==> config.mk <==
export PLATFORM = sky130hd
export DESIGN_NAME = seg_reader
export DESIGN_NICKNAME = d
export VERILOG_FILES = /design/src/rtl/seg_reader_pkg.sv /design/src/rtl/seg_reader_lookup.sv /design/src/rtl/seg_reader.sv
export SDC_FILE = /design/constraint.sdc
export NUM_CORES = 1
export LEC_CHECK = 0
export BUFFER_PORTS_ARGS = -buffer_cell sky130_fd_sc_hd__buf_4
export CAP_MARGIN = 10
export CORE_MARGIN = 2
export CORE_UTILIZATION = 54
export CTS_CLUSTER_SIZE = 40
export DETAILED_ROUTE_END_ITERATION = 10
export HOLD_SLACK_MARGIN = 0.05
export PLACE_DENSITY = 0.78
export SLEW_MARGIN = 40
export SYNTH_ARGS = -nofsm -noshare
export SYNTH_HDL_FRONTEND = slang
export SYNTH_SLANG_ARGS = --single-unit
==> constraint.sdc <==
create_clock -name CLK -period 3.8 [get_ports CLK]
set_clock_uncertainty 0.15 [all_clocks]
set_input_delay 0.57 -clock CLK [delete_from_list [all_inputs] [get_ports CLK]]
set_output_delay 0.57 -clock CLK [all_outputs]
set_load 0.005 [all_outputs]
==> src/rtl/seg_reader_pkg.sv <==
// Shared 7-segment definitions used by the segment decoder and the reader.
package seg_reader_pkg;

  // Segment codes, a..g in bits 6..0, active low.
  localparam logic [6:0] SEG_0     = 7'b0000001;
  localparam logic [6:0] SEG_1     = 7'b1001111;
  localparam logic [6:0] SEG_2     = 7'b0010010;
  localparam logic [6:0] SEG_3     = 7'b0000110;
  localparam logic [6:0] SEG_4     = 7'b1001100;
  localparam logic [6:0] SEG_5     = 7'b0100100;
  localparam logic [6:0] SEG_6     = 7'b0100000;
  localparam logic [6:0] SEG_7     = 7'b0001111;
  localparam logic [6:0] SEG_8     = 7'b0000000;
  localparam logic [6:0] SEG_9     = 7'b0000100;
  localparam logic [6:0] SEG_BLANK = 7'b1111111;

  // Digit values reported for a blank position and for an illegal pattern.
  localparam logic [3:0] DIG_BLANK = 4'hF;
  localparam logic [3:0] DIG_BAD   = 4'hE;

  // What an accepted bus pattern asks the reader to do.
  typedef enum logic [1:0] {
    ACT_NONE,
    ACT_MUX,
    ACT_WRITE
  } act_e;

endpackage

==> src/rtl/seg_reader_lookup.sv <==
// Reverse segment table: 7-bit active-low pattern to BCD digit plus legal flag.
module seg_lookup
  import seg_reader_pkg::*;
(
  input  logic [6:0] pattern,
  output logic [3:0] digit,
  output logic       legal
);

  // Blank is legal and reads as DIG_BLANK; anything unlisted reads as DIG_BAD.
  always_comb begin
    digit = DIG_BAD;
    legal = 1'b0;
    case (pattern)
      SEG_0:     begin digit = 4'd0;      legal = 1'b1; end
      SEG_1:     begin digit = 4'd1;      legal = 1'b1; end
      SEG_2:     begin digit = 4'd2;      legal = 1'b1; end
      SEG_3:     begin digit = 4'd3;      legal = 1'b1; end
      SEG_4:     begin digit = 4'd4;      legal = 1'b1; end
      SEG_5:     begin digit = 4'd5;      legal = 1'b1; end
      SEG_6:     begin digit = 4'd6;      legal = 1'b1; end
      SEG_7:     begin digit = 4'd7;      legal = 1'b1; end
      SEG_8:     begin digit = 4'd8;      legal = 1'b1; end
      SEG_9:     begin digit = 4'd9;      legal = 1'b1; end
      SEG_BLANK: begin digit = DIG_BLANK; legal = 1'b1; end
      default:   ;
    endcase
  end

endmodule

==> src/rtl/seg_reader.sv <==
// Multiplexed active-low 7-segment bus reader with stability filtering.
module seg_reader
  import seg_reader_pkg::*;
#(
  parameter int N_DIGITS      = 4,
  parameter int STABLE_CYCLES = 4
) (
  input  logic                  CLK,
  input  logic                  RST,
  input  logic [N_DIGITS-1:0]   AN,
  input  logic [7:0]            SEG,
  output logic [4*N_DIGITS-1:0] DIGITS,
  output logic [N_DIGITS-1:0]   DP,
  output logic [N_DIGITS-1:0]   ERR,
  output logic                  UPD,
  output logic [2:0]            UPD_IDX,
  output logic                  FRAME,
  output logic                  MUX_ERR
);

  localparam int CNT_W = $clog2(STABLE_CYCLES + 1);
  localparam int SW    = N_DIGITS + 8;
  localparam logic [CNT_W-1:0] CNT_MAX = CNT_W'(STABLE_CYCLES);
  localparam logic [CNT_W-1:0] CNT_PRE = CNT_W'(STABLE_CYCLES - 1);

  logic [SW-1:0]       samp;
  logic [CNT_W-1:0]    cnt;
  logic                accept;
  logic                same;
  logic [N_DIGITS-1:0] seen;
  logic [N_DIGITS-1:0] seen_next;
  logic [N_DIGITS-1:0] an_s;
  logic [7:0]          seg_s;
  logic [N_DIGITS-1:0] sel;
  logic [2:0]          idx;
  int unsigned         lows;
  act_e                act;
  logic [3:0]          lk_digit;
  logic                lk_legal;

  assign an_s  = samp[SW-1:8];
  assign seg_s = samp[7:0];

  seg_lookup u_lookup (
    .pattern (seg_s[7:1]),
    .digit   (lk_digit),
    .legal   (lk_legal)
  );

  // Compare the incoming bus against the last sample.
  always_comb begin
    same = ({AN, SEG} == samp);
  end

  // Sample register, saturating stability counter and one-shot accept strobe.
  // The accept strobe is registered, so on the following edge samp still holds
  // the accepted pattern and the output stage can decode it directly.
  always_ff @(posedge CLK) begin
    if (RST) begin
      samp   <= '1;
      cnt    <= '0;
      accept <= 1'b0;
    end else begin
      samp   <= {AN, SEG};
      accept <= same && (cnt == CNT_PRE);
      if (!same) begin
        cnt <= '0;
      end else if (cnt != CNT_MAX) begin
        cnt <= cnt + 1'b1;
      end
    end
  end

  // Classify the held pattern by how many digit enables are active.
  always_comb begin
    act  = ACT_NONE;
    sel  = '0;
    idx  = '0;
    lows = 0;
    for (int unsigned i = 0; i < N_DIGITS; i++) begin
      if (!an_s[i]) begin
        lows   = lows + 1;
        sel[i] = 1'b1;
        idx    = 3'(i);
      end
    end
    if (lows == 1) begin
      act = ACT_WRITE;
    end else if (lows > 1) begin
      act = ACT_MUX;
    end
    seen_next = seen | sel;
  end

  // Digit registers, strobes and frame tracking, written one edge after accept.
  always_ff @(posedge CLK) begin
    if (RST) begin
      DIGITS  <= '1;
      DP      <= '0;
      ERR     <= '0;
      UPD     <= 1'b0;
      UPD_IDX <= '0;
      FRAME   <= 1'b0;
      MUX_ERR <= 1'b0;
      seen    <= '0;
    end else begin
      UPD     <= 1'b0;
      FRAME   <= 1'b0;
      MUX_ERR <= 1'b0;
      if (accept) begin
        case (act)
          ACT_MUX: MUX_ERR <= 1'b1;
          ACT_WRITE: begin
            for (int unsigned i = 0; i < N_DIGITS; i++) begin
              if (sel[i]) begin
                DIGITS[4*i +: 4] <= lk_digit;
                DP[i]            <= ~seg_s[0];
                ERR[i]           <= ~lk_legal;
              end
            end
            UPD     <= 1'b1;
            UPD_IDX <= idx;
            if (&seen_next) begin
              FRAME <= 1'b1;
              seen  <= '0;
            end else begin
              seen  <= seen_next;
            end
          end
          default: ;
        endcase
      end
    end
  end

endmodule

==> flow_summary.toml, run 1 <==
[sta]
tightest_slew_ns = 0.669
finalWorstPathRequiredPeriod_ns = 3.20
slew_viol_final = 0
rsz0062_at_grt = "false"
hold_viol = 0
finalSetupTns_ns = 0
timing.slew.headroom_pct = 55.0
period_share_pct = 84.3
fmax_mhz = 312
finalSetupViolCount = 0

[pwr]
intPower_mw = 0.754
ir_drop_uv = 270
switching_share_pct = 23.4
power_density_nw_per_um2 = 365
leakage_nw = 1.02
power_frac_comb_pct = 8.2
seqPwrFrac_pct = 54.5
p_clk_share_pct = 37.4
power.switching_mw = 0.230

[setup_path]
path_cells = "inv_1 -> ha_1 -> xnor2_1 -> ha_1 -> or3b_1 -> a21oi_2 -> nand3_1 -> or2_2 -> a21oi_1"
cp-start-kind = "flip-flop"
arrival_ns = 3.29
reg2reg_from = "samp[9]$_SDFF_PP1_"
path_depth = 9
cp-startpoint = "samp[9]$_SDFF_PP1_"
reg2reg_to = "DP[2]$_SDFFE_PP0P_"
cp_slowest_stage_delay_ns = 0.45
crit_end = "DP[2]$_SDFFE_PP0P_"
path_buf_inv = 1
critPathTopFamily = "simple AND/OR/NAND/NOR gates"
worst-r2r-cell-count = 9
cp_max_fo = 13
crit_path_frequent_cell = "ha_1"
r2r_slack_ns = 0.60
crit_required_ns = 3.88
slowest_stage = "dfxtp_1"
end_kind = "flip-flop"
worstSetupPathType = "flip-flop to flip-flop"

[layout]
syn_to_final_growth_pct = 17.0
diodes = 0
drive_gt1_share_pct = 28.4
layout_commonest_cell = "dfxtp_1"
mostFrequentLayoutCells = "dfxtp_1 (49), buf_4 (42), nor2_1 (23)"
final_util_pct = 66.5
fin_nets = 298
n_fill_cell = 346

[clock_tree]
ctsHoldBuffers = 0
cts_resized = 0
post_cts_buffers = 0
path_clk_slew_ns = 0.09
root_buffer = "clkbuf_8"
htreeDepth = 2
cts_tree = "done"
cts_inserted_buffers = 5
clkSinkCount = 49
insertion_delay_ns = 0.29
clk_path_buf_depth = 2

[synthesis]
syn_inst = 248
synth-seq-area-share_pct = 42.5
yosys_register_bits = 49
syn_nets = 269
syn_avg_cell_area_um2 = 9.30
async_reset_ff_share_pct = 0
synth.distinct_cells = 51
synth_top_area_share_pct = 42.5
synth-edff-count = 0
yosysTopAreaCell = "dfxtp_1"
synth_warnings = 0
ys.flop_type = "dfxtp_1"
syn_area_um2 = 2310
synth.area.top_cells = "dfxtp_1 (43%), ha_1 (3.8%), or2_2 (3.8%), xnor2_1 (3.8%), nor2_1 (3.7%)"

[drt]
drt-wirelength-per-cell_um = 14.7
routed-via-count = 1835
drc = 0
first_pass_iters = 4
routed_wl_um = 4820
dr.first_iter.drc_count = 111
post_drt_via_cell_ratio = 5.59
ant_nets = 0

[floorplanning]
die_y_um = 69.3
num_rows = 23
core_area_um2 = 4060
start_util_pct = 56.8
die-area_um2 = 4810
ios = 44
dieWidth_um = 69.3

[run_status]
status = "completed"

[run]
drv_cap = 0

[placement]
hpwl_um = 3470
place.gp.congestion = 0.865
io_buffer_count = 42

[global_route]
grt.total_usage_pct = 20.8
grt_pass1_wl_um = 8020
grt_pass1_vias = 1661
grt_max_degree = 53
overflow = 0
antenna_found_initial = 0

[worst_hold_path]
hold_path_class = "flip-flop to flip-flop"
## layer usage
layer,vias to the layer above,part of all wire [%],global-route usage (%)
met5,-,0,0
met4,0,0.48,7.41
met3,2,4.6,4.51
met2,43,49,33.7
met1,863,46,27.5
li1,927,-,-
## registers in the layout, summed over array words and instances, names as in the netlist
name	flops
ERR	4
FRAME	1
cnt	3
samp	12
UPD_IDX	2
seen	4
DIGITS	16
MUX_ERR	1
DP	4
UPD	1
accept	1
## tightest hold or removal path, delay by kind of cell (launching register included)
kind	cells	cell delay, ns
AOI/OAI and AO/OA	1	0.05
DFF	1	0.32
and+or+nand+nor	1	0.05
## power by group through the flow
stage / Combinational (mW) / Clock [mW] / Sequential, mW
floorplan: 0.0703 / 0 / 0.535
global placement: 0.0776 / 0 / 0.548
detailed placement: 0.0788 / 0 / 0.548
CTS: 0.0794 / 0.381 / 0.536
global route: 0.0866 / 0.407 / 0.538
finish: 0.0803 / 0.368 / 0.536
## through the flow
stage          area [um^2]  hold slack, ns  total power [mW]  instances  worst slack (ns)
4_1_cts               2690           0.310             0.996        328             0.641
6_report              2700           0.309             0.984        328             0.596
5_1_grt               2700           0.299              1.03        328             0.413
3_5_place_dp          2570           0.296             0.626        320             0.672
2_1_floorplan         2310           0.276             0.605        248              1.10
3_3_place_gp          2570           0.284             0.625        320             0.758
## worst min-delay path by stage
stage,cells past startpoint,end,start,slack [ns]
floorplan,2,seen[2]$_SDFFE_PP0P_,seen[2]$_SDFFE_PP0P_,0.28
global placement,2,seen[0]$_SDFFE_PP0P_,seen[0]$_SDFFE_PP0P_,0.28
detailed placement,2,UPD_IDX[1]$_SDFFE_PP0P_,UPD_IDX[1]$_SDFFE_PP0P_,0.30
CTS,2,UPD_IDX[1]$_SDFFE_PP0P_,UPD_IDX[1]$_SDFFE_PP0P_,0.31
global route,2,samp[7]$_SDFF_PP1_,SEG[7],0.30
finish,2,UPD_IDX[1]$_SDFFE_PP0P_,UPD_IDX[1]$_SDFFE_PP0P_,0.31
## cells by family after synthesis
group | synth area share (%)
simple gates | 22.3
buf+inv | 6.95
xor+xnor | 6.40
flops | 42.5
other cells | 0.163
mux | 0.868
fa+ha+maj | 3.80
compound gates | 17.0
## cells in the mapped netlist, drive strengths merged, types with 6 or more instances
cell type	number
inv	13
xnor2	11
dfxtp	49
nand3b	7
ha	7
buf	13
nor2	23
or3	6
a211o	6
a21oi	12
nor3	6
or2	14
nand2	6
clkbuf	7
## cell type report
class,count,area (um^2),area share [%]
repair buffers,42,315,11.7
flip-flops and latches,49,981,36.4
inverters,13,48.8,1.81
well taps,50,62.6,2.32
clock inverters,3,43.8,1.62
multi-input cells,166,1180,43.6
clock buffers,5,68.8,2.55
(Power assumes the default switching activity.)
==> inputs of run 2 (changes only) <==
clock period = 3.3 ns   (was 3.8 ns; I/O delays follow)
==> run 2 against run 1 <==
  * Register-to-register slack got worse by 0.35 ns
  * Global-route usage increased by 0.63 points
  * Critical path depth increased by 1
  * Cell area increased by 2.3%
  * Sequential cell count unchanged
  * Core utilization increased by 1.5 points
  * Largest cell class unchanged
  * Clock-buffer cell count unchanged
  * Highest routed layer unchanged
  * Cell count increased by 0.91%
  * Fmax increased by 4.8%
==> flow_summary.toml, run 2 (synthesis results as in run 1) <==
[run_status]
status = "completed"

[layout]
largest_register_ffs = 16
mostFrequentLayoutCells = "dfxtp_1 (48), buf_4 (45), nor2_1 (23)"
layout_commonest_cell = "dfxtp_1"
diodes = 0
syn_to_final_growth_pct = 19.7
fin_nets = 301
n_fill_cell = 359
design_area_um2 = 2760
regMostFlops = "DIGITS"
reg.largest.list = "DIGITS (16), samp (12)"
drive_gt1_share_pct = 30.2

[floorplanning]
start_util_pct = 56.8
die-area_um2 = 4810
ios = 44
die_y_um = 69.3
num_rows = 23
core_area_um2 = 4060
dieWidth_um = 69.3

[global_route]
grt_max_degree = 53
grt_pass1_wl_um = 8260
grt.total_usage_pct = 21.5
overflow = 0
antenna_found_initial = 0
grt_pass1_vias = 1662

[setup_path]
cp-start-kind = "flip-flop"
arrival_ns = 3.16
cp_max_fo = 13
worstSetupPathType = "flip-flop to flip-flop"
end_kind = "flip-flop"
crit_required_ns = 3.40

[drt]
drc = 0
post_drt_via_cell_ratio = 5.70
dr.first_iter.drc_count = 105
routed-via-count = 1886
drt-wirelength-per-cell_um = 14.8
ant_nets = 0
first_pass_iters = 4
routed_wl_um = 4900

[placement]
hpwl_um = 3440
dpl_cell_area_um2 = 2580
io_buffer_count = 42
place.gp.congestion = 0.872

[sta]
finalSetupViolCount = 0
hold_viol = 0
slew_viol_final = 0
rsz0062_at_grt = "false"
finalWorstPathRequiredPeriod_ns = 3.06
fmax_mhz = 327
finalSetupTns_ns = 0
timing.slew.headroom_pct = 56.0
period_share_pct = 92.7
tightest_slew_ns = 0.653

[pwr]
power_density_nw_per_um2 = 417
leakage_nw = 1.04
ir_drop_uv = 259

[clock_tree]
path_clk_slew_ns = 0.10
root_buffer = "clkbuf_8"
cts_inserted_buffers = 5
clk_path_buf_depth = 2
insertion_delay_ns = 0.31
clkSinkCount = 49
htreeDepth = 2
cts_tree = "done"

[worst_hold_path]
hold_path_class = "primary input to flip-flop"

[run]
drv_cap = 0
-- run 2: changes by cell type in the layout (fill, tap and decap cells not counted) --
cell	delta
buf_4	+3
o2111ai_2	-2
o2111ai_4	+2
a21oi_2	-1
a21oi_4	+1
dfxtp_1	-1
dfxtp_2	+1
nand3_1	-1
nand3_2	+1
o21bai_1	-1
o21bai_2	+1
-- run 2: path summary, 6_finish.rpt --
| check | from | end | slack, ns | cells past startpoint |
|---|---|---|---|---|
| setup / recovery | samp[8]$_SDFF_PP1_ | DP[2]$_SDFFE_PP0P_ | 0.24 | 10 |
| hold / removal | SEG[3] | samp[3]$_SDFF_PP1_ | 0.23 | 2 |
| setup reg to reg | samp[8]$_SDFF_PP1_ | DP[2]$_SDFFE_PP0P_ | 0.24 | 10 |
| hold reg to reg | seen[2]$_SDFFE_PP0P_ | seen[2]$_SDFFE_PP0P_ | 0.31 | 2 |
-- run 2: cell type report --
| type | instances | area, um^2 | share of cell area (%) |
|---|---|---|---|
| inverters | 13 | 48.8 | 1.77 |
| repair buffers | 45 | 338 | 12.2 |
| multi-input cells | 166 | 1220 | 44.1 |
| well taps | 50 | 62.6 | 2.27 |
| clock buffers | 5 | 68.8 | 2.49 |
| clock inverters | 3 | 43.8 | 1.59 |
| flip-flops and latches | 49 | 982 | 35.6 |
-- run 2: where the power goes --
part	internal, mW	switching (mW)
Combinational	0.0434	0.0530
Clock	0.227	0.209
Sequential	0.599	0.0187
-- run 2: critical path, stage by stage, from the launching register on --
cell	delay [ns]
dfxtp_1	0.40
inv_1	0.13
ha_1	0.40
xnor2_1	0.23
ha_1	0.31
or3b_1	0.42
a21oi_4	0.24
nand3_1	0.12
buf_4	0.21
or2_2	0.28
a21oi_1	0.12
-- run 2: through the flow --
| stage | total power, mW | instances | util, % | worst slack (ns) | hold slack, ns |
|---|---|---|---|---|---|
| final | 1.15 | 331 | 68.0 | 0.242 | 0.229 |
| after detailed placement | 0.722 | 321 | 63.6 | 0.129 | 0.297 |
| after floorplan | 0.697 | 248 | - | 0.600 | 0.276 |
| after global routing | 1.19 | 331 | 68.0 | 0.0362 | 0.224 |
| after global placement | 0.719 | 321 | 63.6 | 0.260 | 0.290 |
| after CTS | 1.16 | 329 | 66.4 | 0.101 | 0.222 |
-- run 2: repair_timing --
| action | in CTS | in global routing |
|---|---|---|
| hold buffers | 0 | 0 |
| gates resized for setup | 0 | 6 |
| buffers inserted | 0 | 2 |
| endpoints found under the setup margin | 0 | 8 |
-- run 2: metal layers --
| layer | global-route usage (%) | vias to the layer above | part of all wire, % |
|---|---|---|---|
| li1 | - | 928 | - |
| met1 | 28.2 | 905 | 47 |
| met2 | 34.8 | 45 | 47 |
| met3 | 4.94 | 8 | 4.5 |
| met4 | 7.19 | 0 | 1.7 |
| met5 | 0 | - | 0 |
